===== config.mk =====
export PLATFORM = sky130hd
export DESIGN_NAME = mux_n_pipe
export DESIGN_NICKNAME = d
export VERILOG_FILES = /design/src/rtl/mux_n_pipe.sv
export SDC_FILE = /design/constraint.sdc
export NUM_CORES = 1
export LEC_CHECK = 0
export BUFFER_PORTS_ARGS = -buffer_cell sky130_fd_sc_hd__buf_2
export CORE_AREA = 2 2 79 81
export CTS_BUF_LIST = sky130_fd_sc_hd__clkbuf_4 sky130_fd_sc_hd__clkbuf_8 sky130_fd_sc_hd__clkbuf_16
export DETAILED_ROUTE_END_ITERATION = 12
export DIE_AREA = 0 0 81 83
export PLACE_DENSITY = 0.94
export SETUP_SLACK_MARGIN = 0.4
export SYNTH_ARGS = -nofsm -noshare
export SYNTH_HDL_FRONTEND = slang
export SYNTH_SLANG_ARGS = --single-unit

===== constraint.sdc =====
create_clock -name clk -period 3 [get_ports clk]
set_input_delay 0.75 -clock clk [delete_from_list [all_inputs] [get_ports clk]]
set_output_delay 0.75 -clock clk [all_outputs]
set_load 0.02 [all_outputs]

===== src/rtl/mux_n_pipe.sv =====
// mux_n_pipe: pipelined N:1 multiplexer of W-bit words, one registered tree level per select bit.
// Auto-scan (internal channel counter driving the select) is built only when MUX_PIPE_SCAN_EN is defined.
module mux_n_pipe #(
    parameter  int W = 8,
    parameter  int N = 8,
    localparam int L = $clog2(N)
) (
    input  logic           clk,
    input  logic           rst_n,
    input  logic [N*W-1:0] i,
    input  logic [L-1:0]   s,
    input  logic           mode,
    input  logic           in_valid,
    input  logic           en,
    output logic [W-1:0]   f,
    output logic           f_valid,
    output logic [L-1:0]   f_ch
);

    logic [L-1:0] sel;

`ifdef MUX_PIPE_SCAN_EN
    logic [L-1:0] cnt;

    // N is a power of two, so the natural L-bit rollover is the N-1 -> 0 wrap
    always_ff @(posedge clk or negedge rst_n) begin
        if (!rst_n) begin
            cnt <= '0;
        end else if (en) begin
            if (!mode)         cnt <= '0;
            else if (in_valid) cnt <= cnt + 1'b1;
        end
    end

    assign sel = mode ? cnt : s;
`else
    logic unused_mode;

    assign unused_mode = mode;
    assign sel         = s;
`endif

    // Tree nodes of all levels packed back to back: level k occupies N>>k words.
    // 'all' prepends the raw channel words so every level reads from one array.
    logic [N-1:0][W-1:0]   iw;
    logic [N-2:0][W-1:0]   node;
    logic [2*N-2:0][W-1:0] all;
    logic [L:1][L-1:0]     tag_r;
    logic [L:0][L-1:0]     tag_pipe;
    logic [L:1]            vld_r;
    logic [L:0]            vld_pipe;

    assign iw       = i;
    assign all      = {node, iw};
    assign tag_pipe = {tag_r, sel};
    assign vld_pipe = {vld_r, in_valid};

    // Start of level k's inputs inside 'all'; its outputs start at half that in 'node'.
    function automatic int base(input int k);
        return 2*N - ((2*N) >> (k-1));
    endfunction

    always_ff @(posedge clk or negedge rst_n) begin
        if (!rst_n) begin
            node  <= '0;
            tag_r <= '0;
            vld_r <= '0;
        end else if (en) begin
            for (int k = 1; k <= L; k++) begin
                // each level steers with the select bit carried by its own word
                for (int j = 0; j < (N >> k); j++) begin
                    node[base(k)/2 + j] <= tag_pipe[k-1][k-1] ? all[base(k) + 2*j + 1]
                                                              : all[base(k) + 2*j];
                end
                tag_r[k] <= tag_pipe[k-1];
                vld_r[k] <= vld_pipe[k-1];
            end
        end
    end

    assign f       = all[2*N-2];
    assign f_valid = vld_r[L];
    assign f_ch    = tag_r[L];

endmodule


==> flow_metrics.env <==
export IMPL_status="finished clean"
export IMPL_cts_clk_slew_worst_paths_ns=0.07
export IMPL_powerDensity_nw_per_um2=588
export IMPL_synth_seq_cells=68
export IMPL_setup_viol_count_final=0
export IMPL_cts_tree="yes"
export IMPL_drv_slew=0
export IMPL_grt_setup_unrepaired="false"
export IMPL_root_buffer="clkbuf_8"
export IMPL_clock_sinks=68
export IMPL_core_area_um2=5820
export IMPL_ant_nets=0
export IMPL_drive_gt1_frac=0.328
export IMPL_leakage_nw=1.80
export IMPL_syn_avg_cell_area_um2=11.5
export IMPL_port_buffers=82
export IMPL_antenna_found_initial=0
export IMPL_syn_nets=352
export IMPL_fmax_mhz=577
export IMPL_grt_max_degree=79
export IMPL_nets=420
export IMPL_cts_resized=0
export IMPL_finalHoldViolCount=0
export IMPL_final_cell_mix="buf_2 (81), dfrtp_1 (68), mux2i_1 (56), nor2_1 (56), a21oi_1 (56)"
export IMPL_wire_per_inst_um=13.7
export IMPL_yosysSeqAreaShare=0.527
export IMPL_ioPinCount=84
export IMPL_antenna_cells=0
export IMPL_gp_congestion=0.747
export IMPL_synth_cells=280
export IMPL_htreeDepth=3
export IMPL_drt_pass1_iter_count=4
export IMPL_ir_worst_vdd_uv=312
export IMPL_crit_type="primary input to register"
export IMPL_yosysWarnings=0
export IMPL_required_ns=3.17
export IMPL_fillers=469
export IMPL_cp_start_kind="primary input"
export IMPL_insertion_delay_ns=0.33
export IMPL_synth_top_cell_area_share=0.527
export IMPL_start_util=0.555
export IMPL_hold_ws_ns=0.467
export IMPL_multi_input_area_um2=1230
export IMPL_synth_area_um2=3230
export IMPL_final_common_cell="buf_2"
export IMPL_register_area_um2=1700
export IMPL_grt_usage=0.190
export IMPL_die_h_um=83
export IMPL_fin_worst_skew_ns=0.00572
export IMPL_drt_iter0_drc=121
export IMPL_grt_pass1_vias=2157
export IMPL_cp_arrival_ns=1.90
export IMPL_wirelength_um=5840
export IMPL_die_w_um=81
export IMPL_yosysUniqueCellTypes=9
export IMPL_finalCritPeriodShare=0.578
export IMPL_tightest_slew_ns=0.992
export IMPL_critPathMaxFanout=33
export IMPL_tns_ns=0
export IMPL_areaGrowthSynthToFinish_pct=13.1
export IMPL_routed_via_density=5.04
export IMPL_dieArea_um2=6720
export IMPL_cts_buffers=9
export IMPL_drc=0
export IMPL_dpl_hpwl_um=4070
export IMPL_clock_path_buffers=2
export IMPL_maxCapViolCount=0
export IMPL_ctsHoldBuffers=0
export IMPL_synth_largest_area_cell="dfrtp_1"
export IMPL_synth_area_leaders="dfrtp_1 (53%), mux2i_1 (17%), a21oi_1 (8.7%)"
export IMPL_post_route_min_period_ns=1.73
export IMPL_grt_pass1_wl_um=9750
export IMPL_maxSlewHeadroom=0.339
export IMPL_rows=28
export IMPL_vias=2148
export IMPL_crit_path_end_kind="register"
export IMPL_cts_setup_buffers=0
export IMPL_grt_overflow=0
export IMPL_min_path_type="primary input to async pin"
==> final cells by class <==
| type | count | share of cell area |
|---|---|---|
| well taps | 75 | 0.0257 |
| multi-input cells | 180 | 0.337 |
| repair buffers | 89 | 0.127 |
| flip-flops and latches | 68 | 0.466 |
| clock buffers | 11 | 0.0397 |
| clock inverters | 3 | 0.00411 |
==> Yosys cell counts <==
library cell  instances
mux2i_1              56
a21oi_1              56
buf_4                12
nor2_1               56
buf_2                10
buf_6                 5
dfrtp_1              68
mux2_4               12
buf_12                5
==> cells by family (layout without fill, tap and decap cells) <==
kind of cell,count (synthesis),count (layout),synth area share
buf+inv,32,103,0.0918
flops,68,68,0.527
compound gates,56,56,0.0868
mux,68,68,0.229
simple gates,56,56,0.0651
==> report_power, final <==
part	total (mW)	leakage (nW)	internal, mW	switching, mW
clock	0.623	0.0882	0.318	0.305
combinational	0.391	0.959	0.195	0.196
sequential	1.13	0.754	1.04	0.0904
total	2.15	1.80	1.56	0.591
==> worst paths after layout <==
path | start | end | slack [ns] | depth (start not counted)
hold reg to reg | f_ch[2] | f_ch[2] | 0.51 | 1
setup reg to reg | tag_pipe[4] | all[110] | 1.42 | 2
min in group clk | f_ch[2] | f_ch[2] | 0.51 | 1
setup / recovery | s[0] | all[92] | 1.27 | 3
max in group asynchronous | rst_n | tag_pipe[7] | 1.79 | 2
hold / removal | rst_n | all[90] | 0.47 | 1
==> state kept, by name, indices dropped and copies added (netlist names) <==
register  count
all          48
f             8
f_ch          3
tag_pipe      6
vld_r         3
==> per-stage QoR <==
stage | power, mW | worst slack (ns) | instances | util | cell area, µm²
2_1_floorplan | 1.46 | 1.60 | 280 | - | 3230
3_3_place_gp | 1.52 | 1.02 | 412 | 0.600 | 3490
3_5_place_dp | 1.54 | 0.920 | 412 | 0.600 | 3490
4_1_cts | 2.17 | 1.26 | 426 | 0.628 | 3650
5_1_grt | 2.27 | 1.17 | 426 | 0.628 | 3650
6_report | 2.15 | 1.27 | 426 | 0.628 | 3650
==> metal layers <==
layer	track usage	routed length, µm	vias to the layer above
met5	0	0	-
met4	0.0678	96	0
met3	0.0522	249	11
met2	0.293	2870	53
met1	0.257	2620	999
li1	-	-	1085
==> worst max-delay path, stage by stage <==
cell,delay (ns)
buf_2,0.71
mux2i_1,0.32
a21oi_1,0.10
Note: power is estimated with default switching activity, not from simulation.
